$ cat src/rtl/seg_display_scan_if.sv
// Display-side bundle: button and inference inputs in, multiplexed segment/anode pins out.
interface seg_display_scan_if #(
    parameter int unsigned NUM_DIGITS = 4
);
    logic                      btn;
    logic [3:0]                digit;
    logic [4*NUM_DIGITS-1:0]   confidence;
    logic [6:0]                seg;
    logic [NUM_DIGITS-1:0]     an;
    logic                      mode;

    modport master (output btn, digit, confidence, input seg, an, mode);
    modport slave  (input btn, digit, confidence, output seg, an, mode);
endinterface

$ cat src/rtl/seg_display_scan.sv
// Time-multiplexed N-digit seven-segment driver: hex confidence or predicted class,
// with debounced mode toggle, inter-digit blanking and per-frame input latching.
module seg_display_scan #(
    parameter int unsigned NUM_DIGITS      = 4,
    parameter int unsigned REFRESH_DIV     = 100000,
    parameter int unsigned BLANK_CYCLES    = 1000,
    parameter int unsigned DEBOUNCE_CYCLES = 1000000
) (
    input  logic               clk,
    input  logic               rst,
    seg_display_scan_if.slave  disp
);
    localparam int unsigned DIV_W  = (REFRESH_DIV > 1) ? $clog2(REFRESH_DIV) : 1;
    localparam int unsigned IDX_W  = (NUM_DIGITS > 1) ? $clog2(NUM_DIGITS) : 1;
    localparam int unsigned DB_W   = $clog2(DEBOUNCE_CYCLES + 1);
    localparam int unsigned CONF_W = 4 * NUM_DIGITS;

    function automatic logic [6:0] hex7(input logic [3:0] v);
        case (v)
            4'h0: hex7 = 7'b1000000;
            4'h1: hex7 = 7'b1111001;
            4'h2: hex7 = 7'b0100100;
            4'h3: hex7 = 7'b0110000;
            4'h4: hex7 = 7'b0011001;
            4'h5: hex7 = 7'b0010010;
            4'h6: hex7 = 7'b0000010;
            4'h7: hex7 = 7'b1111000;
            4'h8: hex7 = 7'b0000000;
            4'h9: hex7 = 7'b0010000;
            4'hA: hex7 = 7'b0001000;
            4'hB: hex7 = 7'b0000011;
            4'hC: hex7 = 7'b1000110;
            4'hD: hex7 = 7'b0100001;
            4'hE: hex7 = 7'b0000110;
            default: hex7 = 7'b0001110;
        endcase
    endfunction

    logic                   btn_meta_q, btn_meta_d;
    logic                   btn_sync_q, btn_sync_d;
    logic                   btn_stable_q, btn_stable_d;
    logic                   stable_prev_q, stable_prev_d;
    logic [DB_W-1:0]        db_cnt_q, db_cnt_d;
    logic                   mode_req_q, mode_req_d;
    logic [DIV_W-1:0]       div_q, div_d;
    logic [IDX_W-1:0]       idx_q, idx_d;
    logic [CONF_W-1:0]      frame_conf_q, frame_conf_d;
    logic [3:0]             frame_digit_q, frame_digit_d;
    logic                   frame_mode_q, frame_mode_d;
    logic [NUM_DIGITS-1:0]  an_q, an_d;
    logic [6:0]             seg_q, seg_d;
    logic                   mode_q, mode_d;
    logic [3:0]             nibble;

    always_comb begin
        btn_meta_d    = disp.btn;
        btn_sync_d    = btn_meta_q;
        btn_stable_d  = btn_stable_q;
        stable_prev_d = btn_stable_q;
        db_cnt_d      = '0;
        mode_req_d    = mode_req_q;
        div_d         = div_q + DIV_W'(1);
        idx_d         = idx_q;
        frame_conf_d  = frame_conf_q;
        frame_digit_d = frame_digit_q;
        frame_mode_d  = frame_mode_q;
        an_d          = '1;
        seg_d         = 7'b1111111;
        mode_d        = frame_mode_q;
        nibble        = 4'h0;

        // Accept a new button level only after it has held for the full debounce window
        if (btn_sync_q != btn_stable_q) begin
            if (db_cnt_q == DB_W'(DEBOUNCE_CYCLES - 1)) begin
                btn_stable_d = btn_sync_q;
            end else begin
                db_cnt_d = db_cnt_q + DB_W'(1);
            end
        end
        if (btn_stable_q && !stable_prev_q) begin
            mode_req_d = ~mode_req_q;
        end

        if (div_q == DIV_W'(REFRESH_DIV - 1)) begin
            div_d = '0;
            idx_d = (idx_q == IDX_W'(NUM_DIGITS - 1)) ? '0 : idx_q + IDX_W'(1);
        end

        // Frame boundary: freeze everything the display shows for the coming frame
        if (idx_q == '0 && div_q == '0) begin
            frame_conf_d  = disp.confidence;
            frame_digit_d = disp.digit;
            frame_mode_d  = mode_req_q;
        end

        for (int unsigned k = 0; k < NUM_DIGITS; k++) begin
            if (idx_q == IDX_W'(k)) begin
                nibble = frame_conf_q[4*k +: 4];
            end
        end

        if (div_q >= DIV_W'(BLANK_CYCLES)) begin
            if (!frame_mode_q) begin
                an_d  = ~(NUM_DIGITS'(1) << idx_q);
                seg_d = hex7(nibble);
            end else if (idx_q == '0) begin
                an_d  = ~NUM_DIGITS'(1);
                seg_d = hex7(frame_digit_q);
            end
        end
    end

    always_ff @(posedge clk) begin
        if (rst) begin
            btn_meta_q    <= 1'b0;
            btn_sync_q    <= 1'b0;
            btn_stable_q  <= 1'b0;
            stable_prev_q <= 1'b0;
            db_cnt_q      <= '0;
            mode_req_q    <= 1'b0;
            div_q         <= '0;
            idx_q         <= '0;
            frame_conf_q  <= '0;
            frame_digit_q <= 4'h0;
            frame_mode_q  <= 1'b0;
            an_q          <= '1;
            seg_q         <= 7'b1111111;
            mode_q        <= 1'b0;
        end else begin
            btn_meta_q    <= btn_meta_d;
            btn_sync_q    <= btn_sync_d;
            btn_stable_q  <= btn_stable_d;
            stable_prev_q <= stable_prev_d;
            db_cnt_q      <= db_cnt_d;
            mode_req_q    <= mode_req_d;
            div_q         <= div_d;
            idx_q         <= idx_d;
            frame_conf_q  <= frame_conf_d;
            frame_digit_q <= frame_digit_d;
            frame_mode_q  <= frame_mode_d;
            an_q          <= an_d;
            seg_q         <= seg_d;
            mode_q        <= mode_d;
        end
    end

    assign disp.an   = an_q;
    assign disp.seg  = seg_q;
    assign disp.mode = mode_q;

endmodule
$ cat src/flat_wrapper.sv
// flat-port wrapper written by rule: the top's interface ports become plain ports
module seg_display_scan_flat 
#(
    parameter int unsigned NUM_DIGITS      = 4,
    parameter int unsigned REFRESH_DIV     = 100000,
    parameter int unsigned BLANK_CYCLES    = 1000,
    parameter int unsigned DEBOUNCE_CYCLES = 1000000
)
  (clk, rst, disp_btn, disp_digit, disp_confidence, disp_seg, disp_an, disp_mode);
  seg_display_scan_if #(.NUM_DIGITS(NUM_DIGITS)) disp_i ();
  input  logic clk;
  input  logic rst;
  input wire logic [$bits(disp_i.btn)-1:0] disp_btn;
  input wire logic [$bits(disp_i.digit)-1:0] disp_digit;
  input wire logic [$bits(disp_i.confidence)-1:0] disp_confidence;
  output wire logic [$bits(disp_i.seg)-1:0] disp_seg;
  output wire logic [$bits(disp_i.an)-1:0] disp_an;
  output wire logic [$bits(disp_i.mode)-1:0] disp_mode;
  assign disp_i.btn = disp_btn;
  assign disp_i.digit = disp_digit;
  assign disp_i.confidence = disp_confidence;
  assign disp_seg = disp_i.seg;
  assign disp_an = disp_i.an;
  assign disp_mode = disp_i.mode;
  seg_display_scan #(.NUM_DIGITS(NUM_DIGITS), .REFRESH_DIV(REFRESH_DIV), .BLANK_CYCLES(BLANK_CYCLES), .DEBOUNCE_CYCLES(DEBOUNCE_CYCLES)) u_core (.clk(clk), .rst(rst), .disp(disp_i));
endmodule
$ cat config.mk
export PLATFORM = sky130hd
export DESIGN_NAME = seg_display_scan_flat
export DESIGN_NICKNAME = d
export VERILOG_FILES = /design/src/rtl/seg_display_scan_if.sv /design/src/rtl/seg_display_scan.sv /design/src/flat_wrapper.sv
export SDC_FILE = /design/constraint.sdc
export NUM_CORES = 1
export LEC_CHECK = 0
export BUFFER_PORTS_ARGS = -buffer_cell sky130_fd_sc_hd__buf_4
export CAP_MARGIN = 20
export CORE_MARGIN = 1
export CORE_UTILIZATION = 30
export CTS_CLUSTER_DIAMETER = 120
export DETAILED_ROUTE_END_ITERATION = 12
export PLACE_DENSITY = 0.5
export SYNTH_ARGS = -nofsm -noshare
export SYNTH_HDL_FRONTEND = slang
export SYNTH_SLANG_ARGS = --single-unit
$ cat constraint.sdc
create_clock -name clk -period 3.4 [get_ports clk]
set_input_delay 0.17 -clock clk [delete_from_list [all_inputs] [get_ports clk]]
set_output_delay 0.17 -clock clk [all_outputs]
set_load 0.01 [all_outputs]
# [Yosys cells after proc, flatten, opt, wreduce, memory -nomap -nowiden]
# Memory sizes are Yosys's and may differ from the RTL's. A register that Yosys moved wholly into a read port is not among the register bits.
# Cells that the tools add are included.
[classes] n_addsub=3 magnitude_cmp=1 n_eq_ne=6 shifts=1 n_mux=11 n_bitwise=4 reduce_logical=9
[op_table] op="2-to-1 mux 4 bit" n=7
[op_table] op="adder 20 x 1 -> 20 bit (second input constant)" n=1
[op_table] op="== test 20 bit (second input constant)" n=1
[op_table] op="adder 17 x 1 -> 17 bit (second input constant)" n=1
[op_table] op="== test 17 bit (second input constant)" n=1
[op_table] op=">= comparator 17 x 10 -> 1 bit (second input constant)" n=1
[op_table] op="logical NOT 17 bit" n=1
[op_table] op="2-to-1 mux 7 bit" n=2
[op_table] op="== test 2 bit (second input constant)" n=2
[op_table] op="inverter 4 bit" n=1
[op_table] op="OR reduction 2 bit" n=2
[op_table] op="left shift 1 x 2 -> 4 bit (first input constant)" n=1
[op_table] op="inverter 1 bit" n=3
[op_table] op="OR reduction 3 bit" n=1
[op_table] op="adder 2 x 1 -> 2 bit (second input constant)" n=1
[op_table] op="== test 2 x 1 -> 1 bit (second input constant)" n=1
[op_table] op="logical AND 1 bit" n=2
[op_table] op="logical NOT 2 bit" n=1
[op_table] op="2-to-1 mux 2 bit" n=1
[op_table] op="AND reduction 2 bit" n=1
[op_table] op="logical NOT 1 bit" n=1
[op_table] op="2-to-1 mux 1 bit" n=1
[op_table] op="inequality test 1 bit" n=1
[word_totals] regBits=77 mem_bits_ro=224 input_bits=23 output_inout_bits=12 word_cells=51 mem_count=2
[mem_list] name="(no name shown)" words=16 width=7 rd=1 rd_clocked_by_memory_dff=0 wr=0 line="seg_display_scan.sv:19" rtl="case (v)"
[mem_list] name="(no name shown)" words=16 width=7 rd=1 rd_clocked_by_memory_dff=1 wr=0 line="seg_display_scan.sv:19"

# [Longest topological paths before layout]
# An unclocked memory read counts as a cell.
[depth] word_depth=7 mapped_depth=14 mapped_depth_nobuf=12

# [Worst setup path after synthesis]
# Ideal clock, no wire load.
[synth_timing] kind="register to register" startpoint="reg u_core.div_q[0]" endpoint="reg with a tool-made name" setup_time_ns=0.058 arrival_time_ns=2.652 required_ns=3.342 slack_ns=0.690 path_stages_with_launch=15 n_path_buf=2 period_less_slack_ns=2.710 path_cell_list="dfxtp_1 -> inv_1 -> ha_1 -> nor4b_2 -> nand4_1 -> or2_1 -> buf_6 -> clkbuf_1 -> nand2_1 -> a21oi_1 -> inv_1 -> ha_1 -> a211oi_1 -> o32ai_1 -> o221a_2"
[synth_lines] element="start, declared" line="seg_display_scan.sv:45" rtl="logic [DIV_W-1:0] div_q, div_d;"
[synth_lines] element="start signal, assigned" line="seg_display_scan.sv:136" rtl="div_q <= div_d;"

==> flow_summary_export.csv <==
group,metric,value,unit
detailed_routing,maxUsedRoutingLayer,"met4",
clock_network,depth_of_the_cts_h_tree,3,
detailed_routing,wl_met3,336,um
layout,finish.instance_area,4664,um^2
clock_network,worst_setup_hold_path_clk_slew,0.06,ns
timing,fin_setup_tns,0,ns
power_and_ir_drop,report.power.total,2.302,mW
die,start_util,0.3110,
synthesis,yosysUniqueCellTypes,52,
synthesis,ys_seq_area_frac,0.4233,
detailed_routing,remaining_drc_errors,0,
synthesis,syn-instance-count,468,
layout,nets,535,
worst_hold_path,worstHoldPathType,"in2reg",
power_and_ir_drop,switchingPower,0.5660,mW
synthesis,syn-cell-area,3973,um^2
clock_network,cts_buffer_depth,2,
timing,final.min_clock_period,2.923,ns
synthesis,synth_enable_flop_cells,0,
detailed_routing,routed_via_density,4.645,
die,floorplan.die.height,117.1,um
synthesis,yosys.area.top_type_share,0.4233,
placement,detailed_place.area,4360,um^2
detailed_routing,routedLengthMet1,4.426,mm
die,fp.coreArea,12770,um^2
timing,finalClockSkew,0.005013,ns
critical_path,critical_path_required,3.69,ns
synthesis,ys.warnings.count,0,
synthesis,synth.ff_latch_count,84,
synthesis,yosysTopAreaCell,"sky130_fd_sc_hd__dfxtp_1",
timing,finalHoldViolations,0,
clock_network,cts_sinks,84,
critical_path,critPathCaptureType,"register",
grt,grt_start_max_net_pins,47,
power_and_ir_drop,intPower,1.736,mW
layout,number_of_diodes,0,
synthesis,post_synth_main_area_contributors,"sky130_fd_sc_hd__dfxtp_1 (42%), sky130_fd_sc_hd__nand2_1 (6.7%), sky130_fd_sc_hd__nor2_1 (6.0%), sky130_fd_sc_hd__ha_1 (6.0%), sky130_fd_sc_hd__xor2_1 (4.2%)",
grt,grt_pass1_wl,14.27,mm
outcome,outcome,"finished clean",
timing,max_freq,0.3421,GHz
die,rows,41,
timing,setup_viol_count_final,0,
timing,max_slew.worst_pin.slew,0.6729,ns
timing,grt_setup_unrepaired,"false",
detailed_routing,num_vias,3112,
placement,detailed_place_hpwl,6.043,mm
clock_network,cts_buffers,9,
synthesis,mappedNetlistNets,510,
power_and_ir_drop,p_comb_frac,0.105,
clock_network,cts-root-buf,"sky130_fd_sc_hd__clkbuf_16",
critical_path,critPathMaxFanout,16,
synthesis,async_s_r_ff_share_synth,0,
synthesis,synthesis.area_per_instance,8.488,um^2
layout,flow.area_growth_from_synthesis,17.42,%
timing,timing.final.max_slew_violations,0,
die,floorplan.die_area,13710,um^2
die,die_width,117.1,um
detailed_routing,detail_route.wl_per_cell,12.67,um
die,ioPinCount,35,
clock_network,post_cts_hold_buffer_count,0,
flow_run,cap_violations,0,
layout,fill_cells,1311,
critical_path,cp_data_arrival_time,3.21,ns
synthesis,synth-main-ff-cell,"sky130_fd_sc_hd__dfxtp_1",
timing,fin_crit_sh,0.8597,
clock_network,buffer_count_from_post_cts_setup_fixing,0,
power_and_ir_drop,power.density_cell_area,493.6,nW/um^2
detailed_routing,number_of_drc_markers_after_the_initial_detailed_route_iteration,221,
power_and_ir_drop,power_frac_clock,0.438,
power_and_ir_drop,p_leak,1.747,nW
clock_network,post_cts_resize_count,0,
grt,initial_antenna_violation_count,0,
grt,global_route.overflow_total,0,
grt,globalRouteTotalUtil,0.1370,
detailed_routing,dr.pass1.iters,4,
clock_network,clk_latency,0.35,ns
timing,timing.max_slew.rel_slack,0.5514,
power_and_ir_drop,seq_power_share,0.457,
power_and_ir_drop,peakVddDrop,0.2172,mV
detailed_routing,wl,8.492,mm
detailed_routing,routed-wl-met2,3.586,mm
critical_path,worst-setup-path-type,"reg2reg",
detailed_routing,postRouteAntennaNets,0,
layout,final_layout_size_suffix_gt1_frac,0.1305,
placement,io_port_bufs,34,
critical_path,cp-start-kind,"register",
placement,routabilityCongestion,0.8579,
timing,fin_worst_hold_slack,0.03795,ns
grt,vias_in_the_first_global_route,2976,
clock_network,cts_tree,"built",
power_and_ir_drop,power_switching_share,0.2459,
==> power groups by stage <==
stage               clock, mW  sequential, mW  combinational, mW
floorplan                   0            1.06              0.185
global placement            0            1.07              0.241
detailed placement          0            1.07              0.244
CTS                      1.03            1.05              0.245
global route             1.08            1.06              0.274
finish                   1.01            1.05              0.243
==> stage by stage <==
step	utilization	setup WS (ns)	std cells
3_3_place_gp	0.3414	0.6570	654
4_1_cts	0.3652	0.4929	670
6_report	0.3652	0.4769	670
2_1_floorplan	-	0.6897	468
3_5_place_dp	0.3414	0.5208	654
5_1_grt	0.3652	0.2177	670
==> final timing paths <==
| kind | start | to | slack (ns) | depth (start not counted) |
|---|---|---|---|---|
| max reg2reg | u_core.idx_q[0]$_SDFFE_PP0P_ | register | 0.48 | 11 |
| min reg2reg | u_core.btn_meta_q$_SDFF_PP0_ | u_core.btn_sync_q$_SDFF_PP0_ | 0.44 | 1 |
| max | u_core.idx_q[0]$_SDFFE_PP0P_ | register | 0.48 | 11 |
| min | disp_btn | u_core.btn_meta_q$_SDFF_PP0_ | 0.04 | 2 |
==> cell usage in the layout, fill, tap and decap left out, types with 3 or more instances in the layout <==
cell	n
sky130_fd_sc_hd__nand3b_1	3
sky130_fd_sc_hd__nand4_1	9
sky130_fd_sc_hd__o22ai_1	6
sky130_fd_sc_hd__ha_1	19
sky130_fd_sc_hd__buf_4	36
sky130_fd_sc_hd__inv_1	18
sky130_fd_sc_hd__mux2i_1	10
sky130_fd_sc_hd__and3_1	4
sky130_fd_sc_hd__a31oi_1	5
sky130_fd_sc_hd__a22o_1	3
sky130_fd_sc_hd__xor2_1	19
sky130_fd_sc_hd__o211ai_1	3
sky130_fd_sc_hd__mux2_2	3
sky130_fd_sc_hd__nor3_1	5
sky130_fd_sc_hd__nor2b_1	10
sky130_fd_sc_hd__a22oi_1	3
sky130_fd_sc_hd__o32ai_1	3
sky130_fd_sc_hd__nand2_1	71
sky130_fd_sc_hd__and4_1	4
sky130_fd_sc_hd__nor4b_1	3
sky130_fd_sc_hd__nand3_1	18
sky130_fd_sc_hd__a211oi_1	3
sky130_fd_sc_hd__a21oi_1	28
sky130_fd_sc_hd__xnor2_1	16
sky130_fd_sc_hd__nand2b_1	3
sky130_fd_sc_hd__o21ai_0	5
sky130_fd_sc_hd__clkbuf_16	9
sky130_fd_sc_hd__nor2_1	64
sky130_fd_sc_hd__dfxtp_1	84
==> critical path, stage by stage (launching register included) <==
cell                       delay (ns)
sky130_fd_sc_hd__dfxtp_1         0.35
sky130_fd_sc_hd__inv_1           0.09
sky130_fd_sc_hd__ha_1            0.34
sky130_fd_sc_hd__nand4_1         0.23
sky130_fd_sc_hd__nor2_4          0.39
sky130_fd_sc_hd__nand2_1         0.13
sky130_fd_sc_hd__a21oi_1         0.26
sky130_fd_sc_hd__inv_1           0.14
sky130_fd_sc_hd__ha_1            0.34
sky130_fd_sc_hd__a211oi_1        0.08
sky130_fd_sc_hd__o32ai_1         0.29
sky130_fd_sc_hd__o221a_2         0.22
==> logic make-up (layout without fill, tap and decap cells) <==
family | count (synthesis) | in the layout | synth area share
flops | 84 | 84 | 0.4233
buf+inv | 41 | 71 | 0.04252
mux | 14 | 14 | 0.03748
compound gates | 67 | 67 | 0.1087
xor+xnor | 35 | 35 | 0.07716
fa+ha+maj | 19 | 19 | 0.05984
simple gates | 208 | 208 | 0.2510
==> per-layer routing <==
metal,vias up,GRT usage
li1,1633,-
met1,1423,0.1881
met2,46,0.1972
met3,10,0.03862
met4,0,0.06498
met5,-,0
==> layout make-up <==
cell class / instances / area (um^2) / share of cell area
inverters: 19 / 71.32 / 0.01529
flip-flops and latches: 84 / 1682 / 0.3605
clock buffers: 12 / 256.5 / 0.05499
clock inverters: 4 / 47.55 / 0.01019
well taps: 172 / 215.2 / 0.04614
multi-input cells: 343 / 2122 / 0.4549
repair buffers: 36 / 270.3 / 0.05794
==> sequential cells by signal, indices dropped and copies added, names as in the netlist, 2 cells and up, named ones only <==
signal / cells
u_core.div_q: 17
u_core.disp.an: 4
u_core.disp.seg: 7
u_core.frame_conf_q: 16
u_core.idx_q: 2
u_core.db_cnt_q: 20
u_core.frame_digit_q: 4
==> synth_stat cells, types with 4 or more instances <==
library cell	count
sky130_fd_sc_hd__dfxtp_1	84
sky130_fd_sc_hd__nand2_1	71
sky130_fd_sc_hd__nor2_1	64
sky130_fd_sc_hd__a21oi_1	28
sky130_fd_sc_hd__ha_1	19
sky130_fd_sc_hd__xor2_1	19
sky130_fd_sc_hd__inv_1	18
sky130_fd_sc_hd__nand3_1	18
sky130_fd_sc_hd__xnor2_1	16
sky130_fd_sc_hd__clkbuf_1	14
sky130_fd_sc_hd__mux2i_1	10
sky130_fd_sc_hd__nor2b_1	10
sky130_fd_sc_hd__nand4_1	9
sky130_fd_sc_hd__buf_2	6
sky130_fd_sc_hd__o22ai_1	6
sky130_fd_sc_hd__a31oi_1	5
sky130_fd_sc_hd__nor3_1	5
sky130_fd_sc_hd__o21ai_0	5
sky130_fd_sc_hd__and3_1	4
sky130_fd_sc_hd__and4_1	4
Note: power is estimated with default switching activity, not from simulation.
